## src/rtl/ucore_call_seq.sv

```systemverilog
// Microcode sequencer: steps a micro-PC through a ROM with jump, call/return
// on a small LIFO stack, an OUT handshake, and sticky HALT/ERROR states.
module ucore_call_seq #(
    parameter int ADDR_W = 8,
    parameter int DEPTH  = 4
) (
    input  logic              clk,
    input  logic              aresetn,
    input  logic [2:0]        rom_op,
    input  logic [ADDR_W-1:0] rom_tgt,
    input  logic              enable,
    output logic [ADDR_W-1:0] upc,
    output logic              valid,
    output logic [3:0]        depth,
    output logic              halted,
    output logic              err
);
    localparam int SP_W = (DEPTH > 1) ? $clog2(DEPTH) : 1;

    typedef enum logic [1:0] {S_RUN, S_WAIT, S_HALT, S_ERR} state_t;

    localparam logic [2:0] OP_NEXT = 3'd0;
    localparam logic [2:0] OP_JUMP = 3'd1;
    localparam logic [2:0] OP_CALL = 3'd2;
    localparam logic [2:0] OP_RET  = 3'd3;
    localparam logic [2:0] OP_OUT  = 3'd4;
    localparam logic [2:0] OP_HALT = 3'd5;

    state_t              state_q, state_d;
    logic [ADDR_W-1:0]   upc_q, upc_d;
    logic [3:0]          depth_q, depth_d;
    logic                push;
    logic [ADDR_W-1:0]   stack_q [DEPTH];
    logic [SP_W-1:0]     sp_wr, sp_rd;
    logic [ADDR_W-1:0]   upc_inc;

    // Write slot is the current depth; the top entry sits one below it.
    assign sp_wr   = depth_q[SP_W-1:0];
    assign sp_rd   = sp_wr - 1'b1;
    assign upc_inc = upc_q + 1'b1;

    always_ff @(posedge clk) begin
        if (!aresetn) begin
            state_q <= S_RUN;
            upc_q   <= '0;
            depth_q <= '0;
        end else begin
            state_q <= state_d;
            upc_q   <= upc_d;
            depth_q <= depth_d;
        end
    end

    always_ff @(posedge clk) begin
        if (aresetn && push)
            stack_q[sp_wr] <= upc_inc;
    end

    always_comb begin
        state_d = state_q;
        upc_d   = upc_q;
        depth_d = depth_q;
        push    = 1'b0;
        case (state_q)
            S_RUN: begin
                case (rom_op)
                    OP_NEXT: upc_d = upc_inc;
                    OP_JUMP: upc_d = rom_tgt;
                    OP_CALL: begin
                        if (depth_q == 4'(DEPTH)) begin
                            state_d = S_ERR;
                        end else begin
                            push    = 1'b1;
                            depth_d = depth_q + 4'd1;
                            upc_d   = rom_tgt;
                        end
                    end
                    OP_RET: begin
                        if (depth_q == 4'd0) begin
                            state_d = S_ERR;
                        end else begin
                            upc_d   = stack_q[sp_rd];
                            depth_d = depth_q - 4'd1;
                        end
                    end
                    OP_OUT:  state_d = S_WAIT;
                    OP_HALT: state_d = S_HALT;
                    default: state_d = S_ERR;
                endcase
            end
            S_WAIT: begin
                if (enable) begin
                    upc_d   = upc_inc;
                    state_d = S_RUN;
                end
            end
            default: ;
        endcase
    end

    always_comb begin
        upc    = upc_q;
        depth  = depth_q;
        valid  = (state_q == S_WAIT);
        halted = (state_q == S_HALT);
        err    = (state_q == S_ERR);
    end
endmodule

```

## config.mk

```make
export PLATFORM = sky130hd
export DESIGN_NAME = ucore_call_seq
export DESIGN_NICKNAME = d
export VERILOG_FILES = /design/src/rtl/ucore_call_seq.sv
export SDC_FILE = /design/constraint.sdc
export NUM_CORES = 1
export LEC_CHECK = 0
export CAP_MARGIN = 15
export CORE_UTILIZATION = 50
export DETAILED_ROUTE_END_ITERATION = 10
export HOLD_SLACK_MARGIN = 0.1
export PLACE_DENSITY_LB_ADDON = 0.12
export SLEW_MARGIN = 25
export SYNTH_ARGS = -nofsm -noshare
export SYNTH_HDL_FRONTEND = slang
export SYNTH_SLANG_ARGS = --single-unit
```

## constraint.sdc

```tcl
create_clock -name clk -period 5.3 [get_ports clk]
set_input_delay 0.795 -clock clk [delete_from_list [all_inputs] [get_ports clk]]
set_output_delay 0.795 -clock clk [all_outputs]
set_load 0.03 [all_outputs]
```

* Word-level counts from Yosys, hierarchy flattened *
Memory sizes are Yosys's and may differ from the RTL's.
Cells that the tools add are included.

storage, ports and cells
  memory bits (writable) = 32
  memories = 1
  word-level logic and storage cells = 54
  flip-flop bits (word level) = 14
  input port bits = 14

operators by class
  mux-type cells = 18
  equal/unequal tests = 18
  reductions and logical operators = 10
  $add $sub $neg = 4

memories
  name     depth  bits a word  rd ports  clocked after memory_dff  wr ports  RTL line  RTL
  stack_q  4      8            1         0                         1         33        logic [ADDR_W-1:0] stack_q [DEPTH];

operator list
  cell                                                   count
  case mux 8 bit (4 select lines)                        1
  2-to-1 mux 8 bit                                       3
  case mux 8 bit (2 select lines)                        1
  inequality test 3 bit, second input constant           4
  case mux 2 bit (5 select lines)                        1
  AND reduction 5 bit                                    2
  adder 8 x 1 -> 8 bit, second input constant            1
  2-to-1 mux 4 bit                                       2
  inequality test 2 bit, second input constant           4
  case mux 4 bit (2 select lines)                        1
  == test 3 x 2 -> 1 bit, second input constant          2
  == test 3 bit, second input constant                   2
  2-to-1 mux 2 bit                                       3
  2-to-1 mux 1 bit                                       5
  inequality test 5 x 2 -> 1 bit, second input constant  1
  adder 4 x 1 -> 4 bit, second input constant            1
  == test 2 bit, second input constant                   2
  == test 4 x 3 -> 1 bit, second input constant          1
  zero test 4 bit                                        1
  case mux 2 bit (2 select lines)                        1
  AND reduction 4 bit                                    1
  nonzero test 2 bit                                     2
  subtractor 4 x 1 -> 4 bit, second input constant       1
  == test 3 x 1 -> 1 bit, second input constant          1
  other kinds (6)                                        6

* Depth between registers and ports, before layout *
Gate-level depths: netlist (run 1).

  depth in word-level cells = 7
  mapped depth = 8
  mapped depth without buffers = 6

* Least setup slack after synthesis (run 1) *
OpenSTA, ideal clock, no wires.

  path kind = input to register
  start = in rom_op[2]
  end = mem stack_q[0][0] (enable)
  library setup time = 332 ps
  arrival = 2,163 ps
  setup slack = 2,806 ps
  buffers on the path = 1
  stages = 4
  required time = 4,968 ps
  cell sequence = buf_4 or4b_1 a2111oi_2 and2_1

between the ends
  word-level cells in the longest chain between the ends = 6

ends and longest elaborated chain
  element                                 RTL line  RTL
  from (decl)                             9         input logic [2:0] rom_op,
  == test 3 x 2 -> 1 bit                  66        case (rom_op)
  2-to-1 mux 1 bit                        66
  2-to-1 mux 1 bit                        64        case (state_q)
  logical AND 1 bit                       55        if (aresetn && push)
  2-to-1 mux 1 bit                        55
  2-to-1 mux 1 bit (not written as such)  56        stack_q[sp_wr] <= upc_inc;
  to (decl)                               33

Every way passes these cells.

* Worst setup path in the final report (run 1) *
  start = in rom_op[1]
  end = mem stack_q[0][6] (enable)

The elaborated chain is that of the path after synthesis.

==> results of run 1 <==
cell families (layout without fill, tap and decap cells):
family	after synthesis	in the layout
compound gates	58	58
simple gates	66	66
fa+ha+maj	7	7
buf+inv	27	46
flops	46	46
mux	18	18
xor+xnor	10	10
flip-flops by register name (all words and copies together), names as in the netlist:
| signal | cells |
|---|---|
| stack_q | 32 |
| state_q | 2 |
| depth | 4 |
| upc | 8 |
worst paths after layout:
kind,cells after the start,end,start
setup reg to reg,6,upc[7]$_SDFFE_PN0P_,depth[0]$_SDFFE_PN0P_
setup / recovery,4,stack_q[0][6]$_DFFE_PP_,rom_op[1]
hold / removal,2,depth[3]$_SDFFE_PN0P_,depth[3]$_SDFFE_PN0P_
hold reg to reg,2,depth[3]$_SDFFE_PN0P_,depth[3]$_SDFFE_PN0P_
worst reg2reg max path, stage by stage (launching register included):
cell                      delay (ps)
sky130_fd_sc_hd__dfxtp_1         500
sky130_fd_sc_hd__inv_1           140
sky130_fd_sc_hd__ha_1            860
sky130_fd_sc_hd__mux2i_1         350
sky130_fd_sc_hd__o22ai_1         110
sky130_fd_sc_hd__o21a_1          230
sky130_fd_sc_hd__o221a_1         200
layer usage:
metal	routed length, um	vias to the layer above	part of all wire, %
met1	2496	882	44
met3	290	8	5.1
li1	-	908	-
met5	0	-	0
met2	2768	56	49
met4	118	0	2.1
power by group:
group | switching (mW) | internal [mW] | total (mW)
clock | 0.118 | 0.0932 | 0.211
sequential | 0.0225 | 0.404 | 0.426
combinational | 0.104 | 0.0740 | 0.178
total | 0.244 | 0.571 | 0.815
through the flow:
step           cells  area, um^2  hold WS [ps]  utilization (%)
2_1_floorplan    232        2541         518.6                -
3_3_place_gp     310        2804         477.8            58.21
3_5_place_dp     310        2804         495.7            58.21
4_1_cts          318        2890         511.8            60.00
5_1_grt          318        2890         567.8            60.00
6_report         318        2890         507.2            60.00
placed cells by master (no fill, tap or decap), types with 2 or more instances in the layout:
| master | instances |
|---|---|
| sky130_fd_sc_hd__edfxtp_1 | 32 |
| sky130_fd_sc_hd__clkdlybuf4s50_1 | 28 |
| sky130_fd_sc_hd__mux2i_1 | 18 |
| sky130_fd_sc_hd__o21ai_0 | 14 |
| sky130_fd_sc_hd__dfxtp_1 | 14 |
| sky130_fd_sc_hd__nand2_1 | 10 |
| sky130_fd_sc_hd__a21oi_1 | 10 |
| sky130_fd_sc_hd__nor3_1 | 10 |
| sky130_fd_sc_hd__inv_1 | 9 |
| sky130_fd_sc_hd__o22ai_1 | 8 |
| sky130_fd_sc_hd__nor2_1 | 7 |
| sky130_fd_sc_hd__ha_1 | 7 |
| sky130_fd_sc_hd__xnor2_1 | 6 |
| sky130_fd_sc_hd__nand3_1 | 6 |
| sky130_fd_sc_hd__and2_1 | 6 |
| sky130_fd_sc_hd__nor2b_1 | 5 |
| sky130_fd_sc_hd__clkbuf_8 | 5 |
| sky130_fd_sc_hd__o21a_1 | 4 |
| sky130_fd_sc_hd__o32ai_1 | 4 |
| sky130_fd_sc_hd__xor2_1 | 3 |
| sky130_fd_sc_hd__nand4_1 | 3 |
| sky130_fd_sc_hd__nand2b_1 | 3 |
| sky130_fd_sc_hd__a311oi_1 | 3 |
| sky130_fd_sc_hd__or4_1 | 3 |
| sky130_fd_sc_hd__o221a_2 | 3 |
| sky130_fd_sc_hd__or3_1 | 2 |
| sky130_fd_sc_hd__nor4b_1 | 2 |
area by class of cell:
cell class                      count  area (um^2)
Fill cell                         451         1927
Sequential cell                    46         1241
Multi-Input combinational cell    159         1161
Timing Repair Buffer               28        280.3
Tap cell                           67        83.83
Clock buffer                        6        72.57
Inverter                           10        37.54
Clock inverter                      2        13.76
==> key figures, run 1 <==
Outcome
  – Status: finished clean

Layout
  – Antenna diode count: 0
  – Layout overhead on the synthesized area: 13.74%
  – Final net count: 271
  – Layout cell share with drive strength beyond 1: between 7 and 8%

Clock tree
  – Maximum number of buffers from clock root to sink: 2
  – H-tree levels: 2
  – Clock latency on the worst-skew pair: 300 ps
  – Clock-pin transition on the worst setup and hold timing paths: around 90 ps
  – Count of instances resized after the clock tree is built: 0
  – # clock sinks: 46
  – Number of setup buffers added after CTS: 0
  – Clk Tree Root Cell: sky130_fd_sc_hd__clkbuf_8
  – Hold-fix buffer count after cts: 0
  – CTS tree: done
  – Number of clock buffers inserted by TritonCTS: 5

Die
  – Width of the die: about 73 um
  – Vertical die dimension: about 73 um
  – Std-Cell Rows: 25
  – Core footprint: approximately 0.0048 mm^2
  – Die area: between 0.005 and 0.006 mm^2
  – Initial core utilization: between 50% and 60%
  – I/O Pins: 29

Critical path
  – Required @ worst endpoint: between 5000 and 6000 ps
  – Gate family responsible for the most delay along the worst path: simple AND/OR/NAND/NOR gates
  – Flop2flop setup slack: between 2000 and 3000 ps
  – Max Fanout on Critical Path: 22
  – Type of element launching the critical path: input pin
  – Highest-delay cell along the critical path: sky130_fd_sc_hd__clkdlybuf4s50_1
  – Critical path arrival: approximately 3200 ps
  – Kind of end point of the critical path: register
  – Largest stage delay on the critical path: 900 ps
  – Critical Setup Path Class: in2reg
  – Cells along the critical path: clkdlybuf4s50_1 -> or4b_1 -> a2111oi_2 -> and2_1
  – Buffers plus inverters on the worst setup path: 1

Synthesis
  – Synth warn: 0
  – Synth Area in Compound Gates: between 10% and 20%
  – Adder-cell share of the synthesized area: 3.447%
  – Number of flops mapped to enable cells by yosys: 32
  – Sequential element share of the synthesized area: around 50%
  – Post-Synthesis Cell Area: ~0.0025 mm^2
  – Simple-gate area share of the yosys netlist: about 15%
  – Portion of synthesized cell area occupied by the leading cell type: roughly 38%
  – Syn Inst Count: about 230
  – Post-synth top cells: sky130_fd_sc_hd__edfxtp_1, sky130_fd_sc_hd__mux2i_1, sky130_fd_sc_hd__dfxtp_1, sky130_fd_sc_hd__o21ai_0
  – Combinational family with the most area after synthesis: compound AO/OA/AOI/OAI gates
  – Count of cell types in the netlist: between 50 and 60
  – Cell taking the most area after synthesis: sky130_fd_sc_hd__edfxtp_1
  – Count of state elements after synthesis: 46
  – Share of synthesized flip-flops with an asynchronous set or reset: 0%
  – Post-Syn Nets: 253
  – Synth top area cells: sky130_fd_sc_hd__edfxtp_1, sky130_fd_sc_hd__dfxtp_1, sky130_fd_sc_hd__mux2i_1, sky130_fd_sc_hd__ha_1, sky130_fd_sc_hd__o21ai_0
  – Top-count cell post-synth: sky130_fd_sc_hd__edfxtp_1
  – Primary FF master, synth: sky130_fd_sc_hd__edfxtp_1
  – Per-instance average area after synthesis: about 11 um^2
  – Area share of xor/xnor cells in the synthesized design: between 3 and 4%
  – Mux contribution to synthesized area: under 10%

Power
  – Pleak: 0.9589 nW
  – VDD IR-drop max: around 130 uV
  – Final total power: roughly 0.8 mW
  – P per Cell Area: between 200 and 300 mW/mm^2

STA
  – Fin. max-slew vios: 0
  – Final critical-path setup slack: 2054 ps
  – Worst slew margin relative to its limit: between 40% and 50%
  – Maximum clock frequency: 308.0 MHz
  – Final cycle utilization of the critical path: approximately 60%
  – Final Skew: between 8 and 9 ps
  – Setup violations, final: 0
  – Min Clock Period, post-route: 3246 ps
  – Measured slew at the worst slew-check pin: 856.1 ps
  – Accumulated negative setup slack: 0 ps
  – Final hold violation count: 0
  – Setup repair after global routing missed its margin: no

Global routing
  – GR Util met2: around two fifths
  – First-pass GRT wire length: roughly 8600 um
  – Most Crowded Layer GR: met2
  – Sum of overflow across all layers after global routing: 0
  – Maximum number of pins on one net before global-route repair: 24
  – Met3 Use GR: 4.115%
  – Via count of the first global-routing pass: ~1,700
  – Global-route met1 utilization: 29.07%
  – Total routing usage reported by global routing: between 20% and 30%
  – Number of antenna violations at the first check in global routing: 0

Route
  – Total number of vias: ~1,900
  – TritonRoute pass-1 iters: 4
  – Remaining routing DRC violations: 0
  – Routed wire length per instance: approximately 18 um
  – Post-Route WL: 5674 um
  – Iter 0 DRT Violations: 171
  – Ratio of routed vias to standard cells: 5.830
  – Number of nets with antenna violations after routing: 0

Hold path
  – Type of the most critical hold path: reg2reg

Place
  – Port buffer count: 28
  – RePlAce Congestion: approximately 0.89
  – Worst slack after detailed placement: between 1500 and 2000 ps
  – Half-perimeter wire length after detailed placement: 4175 um

Flow run
  – Max-cap violations: 0
(Power assumes the default switching activity.)
==> inputs of run 2 (changes only) <==
Clock period 5.3 ns to 3.1 ns, I/O delays scaled along.
==> run 2 against run 1 <==
Effect of this change: critical path depth up 2; combinational power is 72% higher; clock power is 110% higher; utilization increased by 1.7 points; sequential share of layout area decreased by 1.2 points; via count is 2.6% higher; global-route usage decreased by 0.81 points.
==> key figures, run 2 (synthesis results as in run 1) <==
STA
  – Worst slew margin relative to its limit: 53.41% (+11 points)
  – Fin. max-slew vios: 0 (unchanged)
  – Maximum clock frequency: 413.0 MHz
  – Measured slew at the worst slew-check pin: 698.9 ps (-157.2 ps)
  – Accumulated negative setup slack: 0 ps (unchanged)
  – Setup repair after global routing missed its margin: no
  – Final Skew: 3.519 ps (-4.984 ps)
  – Final hold violation count: 0 (unchanged)
  – Final critical-path setup slack: 678.6 ps (-1375 ps)
  – Final cycle utilization of the critical path: about four fifths
  – Setup violations, final: 0 (unchanged)
  – Min Clock Period, post-route: about 2400 ps

Die
  – Std-Cell Rows: 25 (unchanged)
  – Core footprint: 0.004817 mm^2 (unchanged)
  – Width of the die: 73.29 um (unchanged)
  – Die area: 0.005371 mm^2 (unchanged)
  – Initial core utilization: 52.75% (unchanged)
  – I/O Pins: 29 (unchanged)
  – Vertical die dimension: 73.29 um (unchanged)

Route
  – Routed wire length per instance: 16.35 um (-8.4%)
  – Total number of vias: 1,903 (+2.6%)
  – Iter 0 DRT Violations: 151 (-12%)
  – Number of nets with antenna violations after routing: 0 (unchanged)
  – Remaining routing DRC violations: 0 (unchanged)
  – TritonRoute pass-1 iters: 4 (unchanged)
  – Post-Route WL: 5331 um (-6.0%)
  – Ratio of routed vias to standard cells: 5.837 (+0.12%)

Outcome
  – Status: finished clean

Global routing
  – Number of antenna violations at the first check in global routing: 0 (unchanged)
  – First-pass GRT wire length: 8604 um (about the same)
  – Total routing usage reported by global routing: 21.96% (-0.81 points)
  – Sum of overflow across all layers after global routing: 0 (unchanged)
  – Maximum number of pins on one net before global-route repair: 22 (-8.3%)
  – Via count of the first global-routing pass: 1,767 (+4.7%)

Critical path
  – Highest-delay cell along the critical path: sky130_fd_sc_hd__ha_1
  – Worst r2r src: depth[0]$_SDFFE_PN0P_
  – Kind of end point of the critical path: register
  – Max Fanout on Critical Path: 13 (-41%)
  – Required @ worst endpoint: 3290 ps (-1970 ps)
  – Critical path arrival: 2610 ps (-600 ps)
  – Type of element launching the critical path: register
  – Largest stage delay on the critical path: 770 ps (-130 ps)
  – Critical Setup Path Class: reg2reg
  – Source of the critical timing path: depth[0]$_SDFFE_PN0P_
  – Cells along the critical path: inv_1 -> ha_1 -> mux2i_1 -> o22ai_1 -> o21a_1 -> o221a_1

Clock tree
  – Clk Tree Root Cell: sky130_fd_sc_hd__clkbuf_8
  – Clock latency on the worst-skew pair: 290 ps (about the same)
  – Count of instances resized after the clock tree is built: 0 (unchanged)
  – Clock-pin transition on the worst setup and hold timing paths: 80 ps (about the same)
  – Maximum number of buffers from clock root to sink: 2 (unchanged)
  – Hold-fix buffer count after cts: 0 (unchanged)
  – H-tree levels: 2 (unchanged)
  – Number of setup buffers added after CTS: 0 (unchanged)
  – CTS tree: done
  – # clock sinks: 46 (unchanged)
  – Number of clock buffers inserted by TritonCTS: 5 (unchanged)

Power
  – VDD IR-drop max: 273.3 uV (+100%)
  – Final total power: 1.473 mW (+81%)
  – Clk network pwr share: 29.8% (+3.9 points)
  – Pleak: 1.005 nW (+4.8%)
  – Sequential share of power: 49.4% (-2.9 points)
  – Part of the total power dissipated in combinational logic: 20.8% (-1.1 points)
  – P per Cell Area: 495.3 mW/mm^2 (+76%)
  – Switching component of the power: 0.4082 mW (+67%)
  – Switching part of the total power: 27.71% (-2.3 points)
  – Internal power: 1.065 mW (+87%)

Layout
  – Layout overhead on the synthesized area: 17.04%
  – Flip-flop count of the largest register, all copies and words added: 32 (unchanged)
  – Most frequent standard cell in the layout excluding fill and tap cells: sky130_fd_sc_hd__edfxtp_1
  – Filler Cell Count: 434 (-3.8%)
  – Final standard cell area without fillers: 0.002974 mm^2 (+2.9%)
  – Layout cell share with drive strength beyond 1: 10.04% (+2.9 points)
  – Final net count: 279 (+3.0%)
  – Antenna diode count: 0 (unchanged)
  – Largest register by flop count: stack_q
  – Commonest non-fill, non-tap cells in the layout: sky130_fd_sc_hd__edfxtp_1, sky130_fd_sc_hd__clkdlybuf4s50_1, sky130_fd_sc_hd__mux2i_1

Place
  – Worst slack after detailed placement: 339.0 ps (-1402 ps)
  – Port buffer count: 28 (unchanged)
  – Half-perimeter wire length after detailed placement: 3908 um (-6.4%)
  – RePlAce Congestion: 0.8369 (-5.6%)
  – Dpl cell area: 0.002864 mm^2 (+2.1%)

Hold path
  – Type of the most critical hold path: reg2reg
  – Hold Path Origin: depth[3]$_SDFFE_PN0P_

Flow run
  – Max-cap violations: 0 (unchanged)
[run 2: worst max-delay path, delay by kind of cell (launching register included)]
family,cells,cell delay (ps)
adders and majority gates,1,770
muxes,1,390
AOI/OAI and AO/OA,3,530
DFF,1,490
buffers and inverters,1,140
[run 2: through the flow]
| stage | utilization, % | std cells | hold slack (ps) |
|---|---|---|---|
| finish | 61.74 | 326 | 506.2 |
| global route | 61.74 | 326 | 557.4 |
| CTS | 61.74 | 326 | 511.3 |
| detailed placement | 59.45 | 318 | 497.6 |
| global placement | 59.45 | 318 | 483.1 |
| floorplan | - | 232 | 518.6 |
[run 2: final cells by class]
type	instances	area (um^2)	area share, %
clock inverters	2	37.54	1.262
repair buffers	36	340.3	11.44
inverters	10	37.54	1.262
flip-flops and latches	46	1241	41.73
multi-input cells	159	1161	39.04
clock buffers	6	72.57	2.440
well taps	67	83.83	2.819
[run 2: layer usage]
| layer | GRT usage (%) | routed length (um) | share of wire, % | vias to the layer above |
|---|---|---|---|---|
| li1 | - | - | - | 924 |
| met2 | 37.04 | 2625 | 49 | 57 |
| met3 | 3.018 | 266 | 5.0 | 11 |
| met4 | 8.761 | 122 | 2.3 | 0 |
| met5 | 0 | 0 | 0 | - |
| met1 | 28.67 | 2316 | 43 | 911 |
[run 2: final timing paths]
path,depth (start not counted),to,slack [ps]
min,2,depth[3]$_SDFFE_PN0P_,510
max,6,upc[7]$_SDFFE_PN0P_,680
min reg2reg,2,depth[3]$_SDFFE_PN0P_,510
max reg2reg,6,upc[7]$_SDFFE_PN0P_,680
[run 2: power groups by stage]
stage	registers, mW	logic [mW]	clock network (mW)
5_1_grt	0.734	0.333	0.468
4_1_cts	0.728	0.307	0.446
6_report	0.728	0.307	0.439
3_5_place_dp	0.742	0.306	0
3_3_place_gp	0.741	0.304	0
2_1_floorplan	0.756	0.190	0
==> inputs of run 3 (changes only) <==
Clock period 3.1 ns to 2.2 ns, I/O delays scaled along.
==> run 3 against run 2 <==
Effect of this change: final cell count up 6.1%; clock power is 18% higher; non-clock buffer count increased by 20; wire length is 4.5% higher; cell area increased by 5.3%; register-to-register slack got worse by 470 ps; critical path type is now reg2out; largest power group unchanged; highest routed layer unchanged.
==> key figures, run 3 (synthesis results as in run 1) <==
Die
  – Core footprint: 0.004817 mm^2 (unchanged)
  – Width of the die: 73.29 um (unchanged)
  – Initial core utilization: 52.75% (unchanged)
  – I/O Pins: 29 (unchanged)
  – Std-Cell Rows: 25 (unchanged)
  – Die area: 0.005371 mm^2 (unchanged)
  – Vertical die dimension: 73.29 um (unchanged)

Route
  – Iter 0 DRT Violations: 186 (+23%)
  – Routed wire length per instance: 16.10 um (-1.5%)
  – TritonRoute pass-1 iters: 4 (unchanged)
  – Number of nets with antenna violations after routing: 0 (unchanged)
  – Ratio of routed vias to standard cells: 5.590 (-4.2%)
  – Total number of vias: 1,934 (+1.6%)
  – Remaining routing DRC violations: 0 (unchanged)
  – Post-Route WL: 5571 um (+4.5%)

Layout
  – Area taken by flip-flops and latches: 0.001244 mm^2 (+0.20%)
  – Filler Cell Count: 413 (-4.8%)
  – Multi-input logic area: 0.001161 mm^2 (unchanged)
  – Final standard cell area without fillers: 0.003132 mm^2 (+5.3%)
  – Flip-flop count of the largest register, all copies and words added: 32 (unchanged)
  – Layout cell share with drive strength beyond 1: 17.56% (+7.5 points)
  – Final net count: 299 (+7.2%)
  – Layout overhead on the synthesized area: 23.24%
  – Antenna diode count: 0 (unchanged)
  – Most frequent standard cell in the layout excluding fill and tap cells: sky130_fd_sc_hd__edfxtp_1
  – Largest register by flop count: stack_q
  – Commonest non-fill, non-tap cells in the layout: sky130_fd_sc_hd__edfxtp_1, sky130_fd_sc_hd__clkdlybuf4s50_1, sky130_fd_sc_hd__buf_4
  – Core occupancy in the finished layout: 65.01% (+3.3 points)

Global routing
  – Number of antenna violations at the first check in global routing: 0 (unchanged)
  – Maximum number of pins on one net before global-route repair: 22 (unchanged)
  – First-pass GRT wire length: 8935 um (+3.8%)
  – GR Util met2: 37.14% (+0.10 points)
  – Global-route met1 utilization: 30.26% (+1.6 points)
  – Sum of overflow across all layers after global routing: 0 (unchanged)
  – Met3 Use GR: 3.429% (+0.41 points)
  – Via count of the first global-routing pass: 1,842 (+4.2%)
  – Most Crowded Layer GR: met2
  – Total routing usage reported by global routing: 22.90% (+0.94 points)

Critical path
  – Critical Setup Path Class: reg2out
  – Kind of end point of the critical path: primary output
  – Worst r2r src: state_q[0]$_SDFFE_PN0P_
  – Buffers plus inverters on the worst setup path: 2 (+1)
  – Type of element launching the critical path: register
  – Cells along the critical path: buf_4 -> nor2b_2 -> clkdlybuf4s50_1
  – Gate family responsible for the most delay along the worst path: buffers and inverters
  – Worst flop-to-flop path endpoint: stack_q[0][6]$_DFFE_PP_
  – Flop2flop setup slack: 210 ps (-470 ps)
  – Number of cells on the worst reg-to-reg path: 5 (-1)
  – Largest stage delay on the critical path: 730 ps (-40 ps)
  – Highest-delay cell along the critical path: sky130_fd_sc_hd__clkdlybuf4s50_1
  – Max Fanout on Critical Path: 6 (-7)
  – Critical path arrival: 1780 ps (-830 ps)
  – Required @ worst endpoint: 1870 ps (-1420 ps)

Clock tree
  – Clk Tree Root Cell: sky130_fd_sc_hd__clkbuf_8
  – Hold-fix buffer count after cts: 0 (unchanged)
  – Clock latency on the worst-skew pair: 300 ps (about the same)
  – Count of instances resized after the clock tree is built: 0 (unchanged)
  – # clock sinks: 46 (unchanged)
  – CTS tree: done
  – Number of setup buffers added after CTS: 0 (unchanged)
  – Maximum number of buffers from clock root to sink: 2 (unchanged)
  – H-tree levels: 2 (unchanged)
  – Clock-pin transition on the worst setup and hold timing paths: 90 ps (about the same)
  – Number of clock buffers inserted by TritonCTS: 5 (unchanged)

Power
  – Switching part of the total power: 29.80% (+2.1 points)
  – Pleak: 1.108 nW (+10%)
  – Part of the total power dissipated in combinational logic: 23.9% (+3.1 points)
  – Switching component of the power: 0.6015 mW (+47%)
  – P per Cell Area: 644.6 mW/mm^2 (+30%)
  – Clk network pwr share: 25.7% (-4.1 points)
  – VDD IR-drop max: 327.8 uV (+20%)
  – Internal power: 1.417 mW (+33%)
  – Sequential share of power: 50.4% (+1.0 points)

STA
  – Final critical-path setup slack: 86.88 ps (-591.8 ps)
  – Setup violations, final: 0 (unchanged)
  – Final hold violation count: 0 (unchanged)
  – Final cycle utilization of the critical path: between 90% and 100%
  – Final Skew: 6.348 ps (+2.829 ps)
  – Accumulated negative setup slack: 0 ps (unchanged)
  – Fin. max-slew vios: 0 (unchanged)
  – Worst slew margin relative to its limit: 65.05% (+12 points)
  – Maximum clock frequency: around 470 MHz
  – Worst hold margin: 490.1 ps (-16.04 ps)
  – Setup repair after global routing missed its margin: no
  – Min Clock Period, post-route: around 2100 ps
  – Measured slew at the worst slew-check pin: 520.5 ps (-178.4 ps)

Outcome
  – Status: finished clean

Hold path
  – Hold Path Origin: depth[3]$_SDFFE_PN0P_
  – Worst hold path cell count: 2 (unchanged)
  – Type of the most critical hold path: reg2reg
  – Min-Delay Endpoint: depth[3]$_SDFFE_PN0P_

Place
  – RePlAce Congestion: 0.8055 (-3.8%)
  – Dpl cell area: 0.003042 mm^2 (+6.2%)
  – Port buffer count: 28 (unchanged)
  – Half-perimeter wire length after detailed placement: 4162 um (+6.5%)
  – Worst slack after detailed placement: -229.0 ps (-568.0 ps)

Flow run
  – Max-cap violations: 0 (unchanged)
-- run 3: layer usage --
layer,vias up,share of wire (%)
met4,0,2.9
met5,-,0
li1,962,-
met2,64,49
met3,14,5.4
met1,894,43
-- run 3: metrics by stage --
stage          instances  power (mW)
2_1_floorplan        232       1.334
3_3_place_gp         338       1.513
3_5_place_dp         338       1.517
4_1_cts              346       2.031
5_1_grt              346       2.107
6_report             346       2.019
-- run 3: final cells by class --
type                       count  area share (%)
sequential                    46           39.71
multi-input combinational    159           37.08
timing repair buffer          56           16.46
tap                           67           2.677
clock buffer                   5           2.197
inverter                      10           1.199
clock inverter                 3          0.6792
-- run 3: worst reg2reg max path: stages, from the launching register on --
cell and delay [ps]:
sky130_fd_sc_hd__dfxtp_1 320, sky130_fd_sc_hd__or4b_1 560, sky130_fd_sc_hd__a2111oi_2 350, sky130_fd_sc_hd__buf_4 180
sky130_fd_sc_hd__and2_1 180, sky130_fd_sc_hd__buf_12 140
-- run 3: power by group through the flow --
stage | combinational [mW] | sequential, mW | clock, mW
finish | 0.482 | 1.02 | 0.520
CTS | 0.483 | 1.02 | 0.532
global route | 0.522 | 1.02 | 0.561
global placement | 0.477 | 1.04 | 0
detailed placement | 0.481 | 1.04 | 0
floorplan | 0.268 | 1.07 | 0
-- run 3: worst max path at each step --
stage / cells after the start / from / slack (ps) / endpoint
floorplan: 5 / depth[0]$_SDFFE_PN0P_ / 130 / stack_q[0][0]$_DFFE_PP_
global placement: 6 / rom_op[2] / -200 / stack_q[0][3]$_DFFE_PP_
detailed placement: 6 / rom_op[1] / -230 / stack_q[0][3]$_DFFE_PP_
CTS: 3 / state_q[0]$_SDFFE_PN0P_ / 80 / valid
global route: 3 / state_q[0]$_SDFFE_PN0P_ / 4 / valid
finish: 3 / state_q[0]$_SDFFE_PN0P_ / 90 / valid
